--- src/rtl/bank_queue_manager_if.sv ---
// Customer-queue signal bundle: photocells, teller count and error clear in;
// occupancy, status flags and wait-time estimate out.
interface bank_queue_manager_if #(
    parameter int CW = 3,
    parameter int TW = 3,
    parameter int WW = 8
);
    logic          BPH;
    logic          FPH;
    logic [TW-1:0] tellers;
    logic          alarm_clr;
    logic [CW-1:0] count;
    logic          full;
    logic          empty;
    logic          alarm;
    logic          uflow;
    logic          teller_err;
    logic [WW-1:0] wtime;
    logic          wtime_valid;

    modport master (
        output BPH, FPH, tellers, alarm_clr,
        input  count, full, empty, alarm, uflow, teller_err, wtime, wtime_valid
    );

    modport slave (
        input  BPH, FPH, tellers, alarm_clr,
        output count, full, empty, alarm, uflow, teller_err, wtime, wtime_valid
    );
endinterface

--- src/rtl/bank_queue_manager.sv ---
// Bank queue occupancy tracker driven by two photocells, with a serial
// divider that estimates the waiting time from occupancy and active tellers.
module bank_queue_manager #(
    parameter int DEPTH    = 7,
    parameter int CW       = 3,
    parameter int TW       = 3,
    parameter int SVC_TIME = 3,
    parameter int WW       = 8
) (
    input logic                 clock,
    input logic                 clear_n,
    bank_queue_manager_if.slave bus
);
    // Divider operands must hold count + tellers - 1 without wrapping.
    localparam int RW = $clog2(DEPTH + (1 << TW));
    localparam logic [CW-1:0] DEPTH_C = CW'(DEPTH);
    localparam logic [31:0]   WMAX    = 32'((64'd1 << WW) - 64'd1);

    typedef enum logic [1:0] {IDLE, LOAD, DIV} state_t;

    logic [2:0]    bph_sync, fph_sync;
    logic          arrive, depart;
    logic [CW-1:0] count_r, count_nxt;
    logic          full_r, empty_r, alarm_r, uflow_r, teller_err_r;
    logic          alarm_set, uflow_set;

    state_t        state, state_nxt;
    logic [CW-1:0] snap_count;
    logic [TW-1:0] snap_tellers;
    logic [RW-1:0] rem, q;
    logic [WW-1:0] wtime_r, wtime_sat;
    logic          wtime_valid_r;
    logic          changed;
    logic [31:0]   prod;

    // Stages 0/1 synchronise, stage 2 is the previous level for edge detection.
    assign arrive = bph_sync[1] & ~bph_sync[2];
    assign depart = fph_sync[1] & ~fph_sync[2];

    always_ff @(posedge clock or negedge clear_n) begin
        if (!clear_n) begin
            bph_sync <= '0;
            fph_sync <= '0;
        end else begin
            // NOTE: non-blocking so every flop samples the pre-edge value of its neighbour.
            bph_sync <= {bph_sync[1:0], bus.BPH};
            fph_sync <= {fph_sync[1:0], bus.FPH};
        end
    end

    always_comb begin
        // NOTE: defaults first so no path through the case leaves a latch.
        count_nxt = count_r;
        alarm_set = 1'b0;
        uflow_set = 1'b0;
        unique case ({arrive, depart})
            2'b10: if (count_r == DEPTH_C) alarm_set = 1'b1;
                   else count_nxt = count_r + CW'(1);
            2'b01: if (count_r == '0) uflow_set = 1'b1;
                   else count_nxt = count_r - CW'(1);
            default: ;
        endcase
    end

    // Flags come from the next count so they line up with the count register.
    always_ff @(posedge clock or negedge clear_n) begin
        if (!clear_n) begin
            count_r      <= '0;
            full_r       <= 1'b0;
            empty_r      <= 1'b1;
            alarm_r      <= 1'b0;
            uflow_r      <= 1'b0;
            teller_err_r <= 1'b0;
        end else begin
            count_r      <= count_nxt;
            full_r       <= (count_nxt == DEPTH_C);
            empty_r      <= (count_nxt == '0);
            teller_err_r <= (bus.tellers == '0);
            alarm_r      <= alarm_set | (alarm_r & ~bus.alarm_clr);
            uflow_r      <= uflow_set | (uflow_r & ~bus.alarm_clr);
        end
    end

    assign changed   = (count_r != snap_count) || (bus.tellers != snap_tellers);
    assign prod      = 32'(q) * 32'(SVC_TIME);
    assign wtime_sat = (prod > WMAX) ? '1 : prod[WW-1:0];

    always_ff @(posedge clock or negedge clear_n) begin
        if (!clear_n) state <= LOAD;
        else          state <= state_nxt;
    end

    always_comb begin
        state_nxt = state;
        unique case (state)
            IDLE: if (changed) state_nxt = LOAD;
            LOAD: state_nxt = (bus.tellers == '0) ? IDLE : DIV;
            DIV:  if (changed) state_nxt = LOAD;
                  else if (rem < RW'(snap_tellers)) state_nxt = IDLE;
            default: state_nxt = LOAD;
        endcase
    end

    // wtime is only written on completion, so an aborted pass leaves the old estimate.
    always_ff @(posedge clock or negedge clear_n) begin
        if (!clear_n) begin
            snap_count    <= '0;
            snap_tellers  <= '0;
            rem           <= '0;
            q             <= '0;
            wtime_r       <= '0;
            wtime_valid_r <= 1'b0;
        end else begin
            unique case (state)
                IDLE: if (changed) wtime_valid_r <= 1'b0;
                LOAD: begin
                    snap_count   <= count_r;
                    snap_tellers <= bus.tellers;
                    rem          <= RW'(count_r) + RW'(bus.tellers) - RW'(1);
                    q            <= '0;
                    if (bus.tellers == '0) begin
                        wtime_r       <= '1;
                        wtime_valid_r <= 1'b1;
                    end
                end
                DIV: if (!changed) begin
                    if (rem >= RW'(snap_tellers)) begin
                        rem <= rem - RW'(snap_tellers);
                        q   <= q + RW'(1);
                    end else begin
                        wtime_r       <= wtime_sat;
                        wtime_valid_r <= 1'b1;
                    end
                end
                default: ;
            endcase
        end
    end

    assign bus.count       = count_r;
    assign bus.full        = full_r;
    assign bus.empty       = empty_r;
    assign bus.alarm       = alarm_r;
    assign bus.uflow       = uflow_r;
    assign bus.teller_err  = teller_err_r;
    assign bus.wtime       = wtime_r;
    assign bus.wtime_valid = wtime_valid_r;
endmodule

--- src/flat_wrapper.sv ---
// flat-port wrapper written by rule: the top's interface ports become plain ports
module bank_queue_manager_flat 
#(
    parameter int DEPTH    = 7,
    parameter int CW       = 3,
    parameter int TW       = 3,
    parameter int SVC_TIME = 3,
    parameter int WW       = 8
)
  (clock, clear_n, bus_BPH, bus_FPH, bus_tellers, bus_alarm_clr, bus_count, bus_full, bus_empty, bus_alarm, bus_uflow, bus_teller_err, bus_wtime, bus_wtime_valid);
  bank_queue_manager_if #(.CW(CW), .TW(TW), .WW(WW)) bus_i ();
  input logic clock;
  input logic clear_n;
  input wire logic [$bits(bus_i.BPH)-1:0] bus_BPH;
  input wire logic [$bits(bus_i.FPH)-1:0] bus_FPH;
  input wire logic [$bits(bus_i.tellers)-1:0] bus_tellers;
  input wire logic [$bits(bus_i.alarm_clr)-1:0] bus_alarm_clr;
  output wire logic [$bits(bus_i.count)-1:0] bus_count;
  output wire logic [$bits(bus_i.full)-1:0] bus_full;
  output wire logic [$bits(bus_i.empty)-1:0] bus_empty;
  output wire logic [$bits(bus_i.alarm)-1:0] bus_alarm;
  output wire logic [$bits(bus_i.uflow)-1:0] bus_uflow;
  output wire logic [$bits(bus_i.teller_err)-1:0] bus_teller_err;
  output wire logic [$bits(bus_i.wtime)-1:0] bus_wtime;
  output wire logic [$bits(bus_i.wtime_valid)-1:0] bus_wtime_valid;
  assign bus_i.BPH = bus_BPH;
  assign bus_i.FPH = bus_FPH;
  assign bus_i.tellers = bus_tellers;
  assign bus_i.alarm_clr = bus_alarm_clr;
  assign bus_count = bus_i.count;
  assign bus_full = bus_i.full;
  assign bus_empty = bus_i.empty;
  assign bus_alarm = bus_i.alarm;
  assign bus_uflow = bus_i.uflow;
  assign bus_teller_err = bus_i.teller_err;
  assign bus_wtime = bus_i.wtime;
  assign bus_wtime_valid = bus_i.wtime_valid;
  bank_queue_manager #(.DEPTH(DEPTH), .CW(CW), .TW(TW), .SVC_TIME(SVC_TIME), .WW(WW)) u_core (.clock(clock), .clear_n(clear_n), .bus(bus_i));
endmodule
--- config.mk ---
export PLATFORM = sky130hd
export DESIGN_NAME = bank_queue_manager_flat
export DESIGN_NICKNAME = d
export VERILOG_FILES = /design/src/rtl/bank_queue_manager_if.sv /design/src/rtl/bank_queue_manager.sv /design/src/flat_wrapper.sv
export SDC_FILE = /design/constraint.sdc
export NUM_CORES = 1
export LEC_CHECK = 0
export CORE_MARGIN = 2
export CORE_UTILIZATION = 52
export DETAILED_ROUTE_END_ITERATION = 7
export PLACE_DENSITY = 0.74
export SLEW_MARGIN = 20
export SYNTH_ARGS = -nofsm -noshare
export SYNTH_HDL_FRONTEND = slang
export SYNTH_SLANG_ARGS = --single-unit
--- constraint.sdc ---
create_clock -name clock -period 2.8 [get_ports clock]
set_input_delay 0.56 -clock clock [delete_from_list [all_inputs] [get_ports clock]]
set_output_delay 0.56 -clock clock [all_outputs]
set_load 0.05 [all_outputs]
## Word-level counts from Yosys, hierarchy flattened

Cells that the tools add are included.

- Register bits: 39
- Latch bits: 0
- Memory bits (writable): 0
- Memory bits (read-only): 0
- Input port bits: 8
- Output and inout port bits: 17
- Word-level logic and storage cells: 87
- Memories: 0

- Add/subtract/negate cells: 6
- Multipliers: 1
- Divide/modulo/power cells: 0
- Order comparisons: 3
- Eq/ne operators: 14
- Shifts and indexed selects: 0
- Muxes and demuxes: 28
- Bitwise gates (word level): 9
- Reductions and logical operators: 11

Operators by type and width:

| operator | count |
|---|---|
| $mux W8 | 4 |
| $mux W4 | 4 |
| $pmux W4 S2 | 2 |
| $pmux W8 S2 | 1 |
| $logic_not A3 Y1 | 3 |
| $gt A6 B8 Y1 const B | 1 |
| $mux W1 | 8 |
| $mux W2 | 4 |
| $eq A3 B3 Y1 const B | 2 |
| $mul A4 B2 Y6 const B | 1 |
| $mux W3 | 2 |
| $ne A2 B1 Y1 const B | 3 |
| $ne A3 B3 Y1 | 2 |
| $pmux W2 S3 | 1 |
| $pmux W3 S2 | 1 |
| $reduce_and A5 Y1 | 1 |
| $add A3 B3 Y4 | 1 |
| $add A4 B1 Y4 const B | 1 |
| $and A1 B1 Y1 | 4 |
| $eq A2 B1 Y1 const B | 2 |
| $eq A2 B2 Y1 const B | 2 |
| $ge A4 B3 Y1 | 1 |
| $lt A4 B3 Y1 | 1 |
| $ne A2 B2 Y1 const B | 2 |
| 15 further kinds | 18 |

## Depth between registers and ports, before layout

Gate-level depths: netlist (run 1).

- Word-level depth: 6
- Gate-level depth with buffers: 11
- Mapped depth without buffers: 9

## Worst setup path after synthesis (run 1)

Ideal clock, no wire load.

- Path type: register -> register
- Start point: reg u_core.rem[0]
- End point: reg u_core.wtime_valid_r (netlist: u_core.bus.wtime_valid)
- Setup time: 0.128 ns
- Arrival time: 2.335 ns
- Required time: 2.672 ns
- Path slack: 0.337 ns
- Cell stages (with the launch flop): 11
- Buffers on the path: 1
- Cells stage by stage: dfrtp_1 -> inv_1 -> ha_1 -> inv_1 -> fa_1 -> a211oi_1 -> o22a_1 -> buf_2 -> nand2_1 -> a2111oi_4 -> mux2_1

- Word-level cells in the longest chain between the ends: 3

RTL lines:

| element | line | text |
|---|---|---|
| from (decl) | bank_queue_manager.sv:30 | `logic [RW-1:0] rem, q;` |
| from (signal assigned) | bank_queue_manager.sv:119 | `rem <= RW'(count_r) + RW'(bus.tellers) - RW'(1);` |
| from (signal assigned) | bank_queue_manager.sv:128 | `rem <= rem - RW'(snap_tellers);` |
| $ge A4 B3 Y1 | bank_queue_manager.sv:127 | `if (rem >= RW'(snap_tellers)) begin` |
| $ne A2 B2 Y1 (no line) | -- |  |
| $reduce_and A5 Y1 (no line) | -- |  |
| to (signal assigned) | bank_queue_manager.sv:115 | `IDLE: if (changed) wtime_valid_r <= 1'b0;` |
| to (signal assigned) | bank_queue_manager.sv:123 | `wtime_valid_r <= 1'b1;` |
| to (signal assigned) | bank_queue_manager.sv:132 | `wtime_valid_r <= 1'b1;` |
| to (decl) | bank_queue_manager.sv:32 | `logic wtime_valid_r;` |

No other way between the ends.
A chain may end at the register's enable or synchronous reset.

## Worst setup path in the final report (run 1)

Ends and elaborated chain as after synthesis.

==> metrics.md, run 1 <==
| Metric | Value |
|---|---|
| Worst Path Arrival | `2740 ps` |
| Pwr Density | `986.8 nW/um^2` |
| Outcome | `completed` |
| Synthesized flop and latch total | `38` |
| Die H | `70.09 um` |
| Crit path from | `u_core.rem[0]` |
| Largest net degree at the start of global routing | `39` |
| # IOs | `25` |
| Worst-Margin Slew | `824.9 ps` |
| Layout cells sized above 1 | `11.37%` |
| Port Buffer Count | `24` |
| CP max-delay cell | `fa_1` |
| R2R setup slack | `240 ps` |
| Drt via density | `5.502` |
| VDD IR max | `0.5656 mV` |
| R2R cell count | `9` |
| Met1 wire length | `2066 um` |
| WP data required | `2980 ps` |
| Clock sink count | `38` |
| Setup-failing EPs final | `0` |
| Post-synthesis cell type count | `47` |
| Mapped cell area | `2271 um^2` |
| CTS Root Cell | `clkbuf_8` |
| Global Route Usage Sum | `20.18%` |
| Crit path kind | `flip-flop to flip-flop` |
| Starting density of the core | `52.88%` |
| Number of buffers created by CTS | `5` |
| Slew Limit Fails | `0` |
| Post-route ant nets | `0` |
| Drt pass-1 iters | `4` |
| Core area | `4294 um^2` |
| Pwr Total | `2620 uW` |
| Setup TNS | `0 ps` |
| Worst setup path endpoint | `u_core.bus.wtime_valid` |
| RSZ-0062 raised after global routing | `false` |
| Initial antenna violation count | `0` |
| Setup Skew | `7.362 ps` |
| Register area share after synthesis | `41.98%` |
| Wire length per cell | `14.30 um` |
| HPWL after DPL | `3216 um` |
| RR Endpoint | `u_core.bus.wtime_valid` |
| Ys async rst share | `100.0%` |
| # diodes | `0` |
| Crit-path max FO | `2` |
| Synth Flop Type | `dfrtp_1` |
| Post-CTS Setup Repair Bufs | `0` |
| Slew headroom | `45.01%` |
| Clk Latency, worst-skew pair | `300 ps` |
| Fmax achieved | `390.8 MHz` |
| Peak per-stage delay on the critical path | `470 ps` |
| CTS tree | `yes` |
| Most used cell, CP | `inv_1` |
| Layout area overhead | `16.91%` |
| Rows | `24` |
| Max-Cap Viols | `0` |
| Final hold vios | `0` |
| Startpoint types | `flip-flop` |
| Post-Route WL | `4390 um` |
| Die ar. | `4912 um^2` |
| Mapped Nets | `259` |
| DRT iter0 DRCs | `100` |
| CTS HTree Levels | `2` |
| WL met2 | `2071 um` |
| First-pass GRT wire length | `7866 um` |
| Max Buffers Root-to-Sink | `2` |
| Met3 wire length | `161 um` |
| Die Width | `70.09 um` |
| Post-CTS Resized | `0` |
| Highest metal layer with signal wires | `met4` |
| Final min period | `2559 ps` |
| Final Cycle Share | `91.39%` |
| YS warnings | `0` |
| Reg clk slew, reported paths | `70 ps` |
| Hold-fix buffers, CTS | `0` |
| Post-Syn Instances | `227` |
| GR Overflow Total | `0` |
| DRC Markers | `0` |
| Critical-path cell list | `inv_1 > ha_1 > inv_1 > fa_1 > a211oi_1 > o22a_1 > nand2_1 > a2111oi_4 > mux2_1` |
| Post-synthesis average cell area | `10.00 um^2` |
| Pleak | `0.001200 uW` |
| Critical Path End Type | `flip-flop` |
| Gp weighted congestion | `0.8071` |
| Number of synthesized flops with an enable pin | `0` |
| Vias in the first global route | `1,671` |
| R2R Path Start | `u_core.rem[0]` |
| Min-delay worst type | `flip-flop to flip-flop` |
| Final Net Count | `286` |
| Via count | `1,689` |
==> cell families (layout without fill, tap and decap cells) <==
| family | Yosys count | after routing | synth area share, % |
|---|---|---|---|
| AOI/OAI and AO/OA | 49 | 49 | 14.82 |
| and+or+nand+nor | 57 | 57 | 13.50 |
| buffers and inverters | 41 | 69 | 7.437 |
| DFF | 38 | 38 | 41.98 |
| adders and majority gates | 24 | 24 | 14.21 |
| muxes | 7 | 7 | 3.471 |
| xor gates and xnor gates | 11 | 11 | 4.573 |
==> synth_stat cells, types with 2 or more instances <==
library cell  instances  share of area (%)
ha_1                 21                 12
a21oi_1               7                1.5
nand3_1               4               0.88
inv_1                31                5.1
nand2b_1              7                1.9
nor2b_1               3               0.83
mux2_2                6                3.0
buf_2                 3               0.66
nand2_1              16                2.6
dfrtp_1              36                 40
a211oi_1              2               0.66
nor2_1               10                1.7
clkbuf_1              4               0.66
a21o_1                2               0.66
dfstp_2               2                2.3
and3_1                2               0.55
a31oi_1               6                1.7
nor3_1                4               0.88
o21ai_0              12                2.6
nand3b_1              3               0.99
o22ai_1               9                2.5
xor2_1                9                3.5
nand4_1               2               0.55
fa_1                  3                2.6
==> through the flow <==
step | util (%) | area [um^2] | hold slack [ps] | std cells | worst slack (ps)
after CTS | 61.83 | 2655 | 354.5 | 307 | 243.1
final | 61.83 | 2655 | 351.5 | 307 | 241.0
after floorplan | - | 2271 | 264.4 | 227 | 337.4
after global routing | 61.83 | 2655 | 355.1 | 307 | 38.44
after detailed placement | 59.62 | 2560 | 335.5 | 299 | 120.0
after global placement | 59.62 | 2560 | 332.0 | 299 | 186.7
==> worst min path at each step <==
stage                             startpoint            endpoint  slack (ps)  cells after the start
after detailed placement  u_core.fph_sync[0]  u_core.fph_sync[1]         340                      0
after global placement    u_core.fph_sync[0]  u_core.fph_sync[1]         330                      0
after floorplan                      clear_n  u_core.bph_sync[0]         260                      0
after CTS                 u_core.fph_sync[0]  u_core.fph_sync[1]         350                      0
final                     u_core.fph_sync[0]  u_core.fph_sync[1]         350                      0
after global routing      u_core.fph_sync[0]  u_core.fph_sync[1]         360                      0
==> final cells by class <==
type	count	area [um^2]
tap	52	65.06
clock inverter	2	12.51
fill	361	1639
sequential	38	953.4
inverter	32	120.1
clock buffer	6	82.58
multi-input combinational	148	1149
timing repair buffer	29	272.8
==> registers in the layout, indices dropped and copies added (netlist names), 2 cells and up <==
name and flops:
u_core.bus.wtime 7, u_core.q 4, u_core.rem 4, u_core.bph_sync 3, u_core.bus.count 3, u_core.fph_sync 3
u_core.snap_count 3, u_core.snap_tellers 3, u_core.state 2
==> critical path, delay by kind of cell, from the launching register on <==
family / cells / cell delay (ps)
AO/OA/AOI/OAI: 3 / 850
adder cells (fa/ha/maj): 2 / 640
flip-flops: 1 / 380
multiplexers: 1 / 350
buffers and inverters: 2 / 140
AND/OR/NAND/NOR: 1 / 90
==> power by group <==
part | total (uW) | internal (uW) | leakage (uW) | switching [uW]
combinational | 1390 | 542 | 0.000703 | 850
clock | 401 | 198 | 0.0000472 | 203
sequential | 827 | 700 | 0.000450 | 127
total | 2620 | 1440 | 0.00120 | 1180
==> per-layer routing <==
layer,vias to the layer above,track usage (%)
met1,809,27.20
li1,833,-
met3,9,4.040
met5,-,0
met4,0,8.120
met2,38,32.06
==> cells in the final DEF (no fill, tap or decap), types with 2 or more instances in the layout <==
master,n
dfstp_2,2
nor3_1,4
nor2b_1,3
a21o_1,2
inv_1,31
a21oi_1,7
and3_1,2
nor2_1,10
o22ai_1,9
nand2_1,16
buf_4,5
a211oi_1,2
clkbuf_8,6
xor2_1,9
mux2_2,6
clkdlybuf4s50_1,23
nand3b_1,3
ha_1,21
nand2b_1,7
fa_1,3
a31oi_1,6
nand4_1,2
o21ai_0,12
nand3_1,4
dfrtp_1,36
Note: power is estimated with default switching activity, not from simulation.
==> run 2: changes to the inputs <==
CAP_MARGIN = 25   (was not set)
GPL_ROUTABILITY_DRIVEN = 0   (was not set)
==> results of run 2 <==
The final DEF is identical to that of run 1; final timing and power are the same.
==> run 3: changes to the inputs <==
DONT_BUFFER_PORTS = 1   (was not set)
PLACE_DENSITY = 0.67   (was 0.74)
==> metrics.md, run 3 (synthesis results as in run 1) <==
| Metric | Value |
|---|---|
| Peak per-stage delay on the critical path | `450 ps` |
| Die ar. | `4912 um^2` |
| Drt via density | `5.572` |
| Final min period | `2651 ps` |
| Number of buffers created by CTS | `5` |
| Wire length per cell | `15.46 um` |
| Cell family with most CP delay | `compound AO/OA/AOI/OAI gates` |
| Via count | `1,577` |
| Die Width | `70.09 um` |
| WP data required | `2970 ps` |
| Seq. cell area | `953.4 um^2` |
| Fillers | `398` |
| Layout area overhead | `7.107%` |
| Final hold vios | `0` |
| # diodes | `0` |
| CTS HTree Levels | `2` |
| Setup TNS | `0 ps` |
| Worst-Margin Slew | `896.8 ps` |
| Max FFs per register | `7` |
| Max-Cap Viols | `0` |
| Finished Layout Cells | `283` |
| Fmax achieved | `377.2 MHz` |
| Crit-path max FO | `10` |
| CP Buf/Inv Count | `2` |
| Placed cells | `274` |
| DRC Markers | `0` |
| VDD IR max | `0.5214 mV` |
| Core area | `4294 um^2` |
| Worst Path Arrival | `2830 ps` |
| Pwr Density | `1019 nW/um^2` |
| Leading cell type in the layout, fill and taps excluded | `dfrtp_1` |
| Starting density of the core | `52.88%` |
| Global Route Usage Sum | `19.90%` |
| Area of the multi-input gates | `1152 um^2` |
| Pleak | `0.001112 uW` |
| Reg clk slew, reported paths | `70 ps` |
| Layout cells sized above 1 | `12.55%` |
| RSZ-0062 raised after global routing | `false` |
| HPWL after DPL | `3078 um` |
| CTS tree | `yes` |
| Core Util, Final | `56.64%` |
| Min-delay worst type | `input pin to asynchronous set/reset pin` |
| Final Net Count | `262` |
| Critical-path cell list | `inv_1 > ha_1 > inv_1 > fa_1 > a211oi_1 > o22a_2 > nand2_1 > a2111oi_4 > mux2_1` |
| Drt pass-1 iters | `4` |
| CP max-delay cell | `fa_1` |
| Startpoint types | `flip-flop` |
| First-pass GRT wire length | `7645 um` |
| Clk Latency, worst-skew pair | `290 ps` |
| Slew Limit Fails | `0` |
| Outcome | `completed` |
| Critical Path End Type | `flip-flop` |
| Setup Skew | `2.965 ps` |
| Most used cell, CP | `inv_1` |
| GR Overflow Total | `0` |
| Max Buffers Root-to-Sink | `2` |
| Slew headroom | `40.21%` |
| Largest net degree at the start of global routing | `37` |
| Initial antenna violation count | `0` |
| Die H | `70.09 um` |
| Clock sink count | `38` |
| Rows | `24` |
| Post-Route WL | `4374 um` |
| Most frequent cells in the layout | `36 x dfrtp_1, 31 x inv_1, 21 x ha_1` |
| Vias in the first global route | `1,570` |
| Final Cycle Share | `94.69%` |
| Post-route ant nets | `0` |
| DRT iter0 DRCs | `119` |
| # IOs | `25` |
| Port Buffer Count | `0` |
| Setup-failing EPs final | `0` |
| Crit path kind | `flip-flop to flip-flop` |
| CTS Root Cell | `clkbuf_8` |
[run 3: worst reg2reg max path, delay by kind of cell, from the launching register on]
kind,cells,cell delay (ps)
buffers and inverters,2,130
and+or+nand+nor,1,120
muxes,1,350
adders and majority gates,2,610
DFF,1,380
AOI/OAI and AO/OA,3,940
[run 3: per-layer routing]
layer  part of all wire (%)  track usage (%)
met5                      0                0
met4                    1.8            7.265
met3                    5.0            5.339
met2                     43            28.78
met1                     51            28.75
[run 3: path summary, 6_finish.rpt]
check | start | depth (start not counted) | to | slack (ps)
max | u_core.rem[0] | 9 | u_core.bus.wtime_valid | 150
min | clear_n | 1 | u_core.bus.count[0] | 100
max reg2reg | u_core.rem[0] | 9 | u_core.bus.wtime_valid | 150
min reg2reg | u_core.bph_sync[0] | 0 | u_core.bph_sync[1] | 350
max in group asynchronous | clear_n | 1 | u_core.q[3] | 2520
min in group clock | bus_BPH | 0 | u_core.bph_sync[0] | 290
[run 3: cell type report]
| type | instances | share of cell area, % |
|---|---|---|
| Multi-Input combinational cell | 148 | 47.38 |
| Sequential cell | 38 | 39.20 |
| Inverter | 32 | 4.938 |
| Clock buffer | 7 | 3.549 |
| Tap cell | 52 | 2.675 |
| Timing Repair Buffer | 5 | 2.058 |
| Clock inverter | 1 | 0.2058 |
[run 3: repair_timing]
item	in CTS	in global routing
hold buffers	1	0
gates resized for setup	0	2
hold endpoints to repair	36	0
buffers inserted	0	0
endpoints found under the setup margin	0	6
[run 3: through the flow]
stage	hold slack (ps)	instance area, um^2	total power, uW	worst slack (ps)
after CTS	99.01	2429	2490	94.73
after global placement	265.0	2317	2053	198.8
final	103.1	2432	2479	148.7
after global routing	88.74	2432	2687	63.30
after detailed placement	264.9	2317	2083	116.5
after floorplan	264.4	2271	1860	337.4
[run 3: power breakdown]
group          switching (uW)  internal (uW)  leakage, uW
clock network             189            199    0.0000482
logic                     675            432     0.000614
registers                 285            699     0.000450
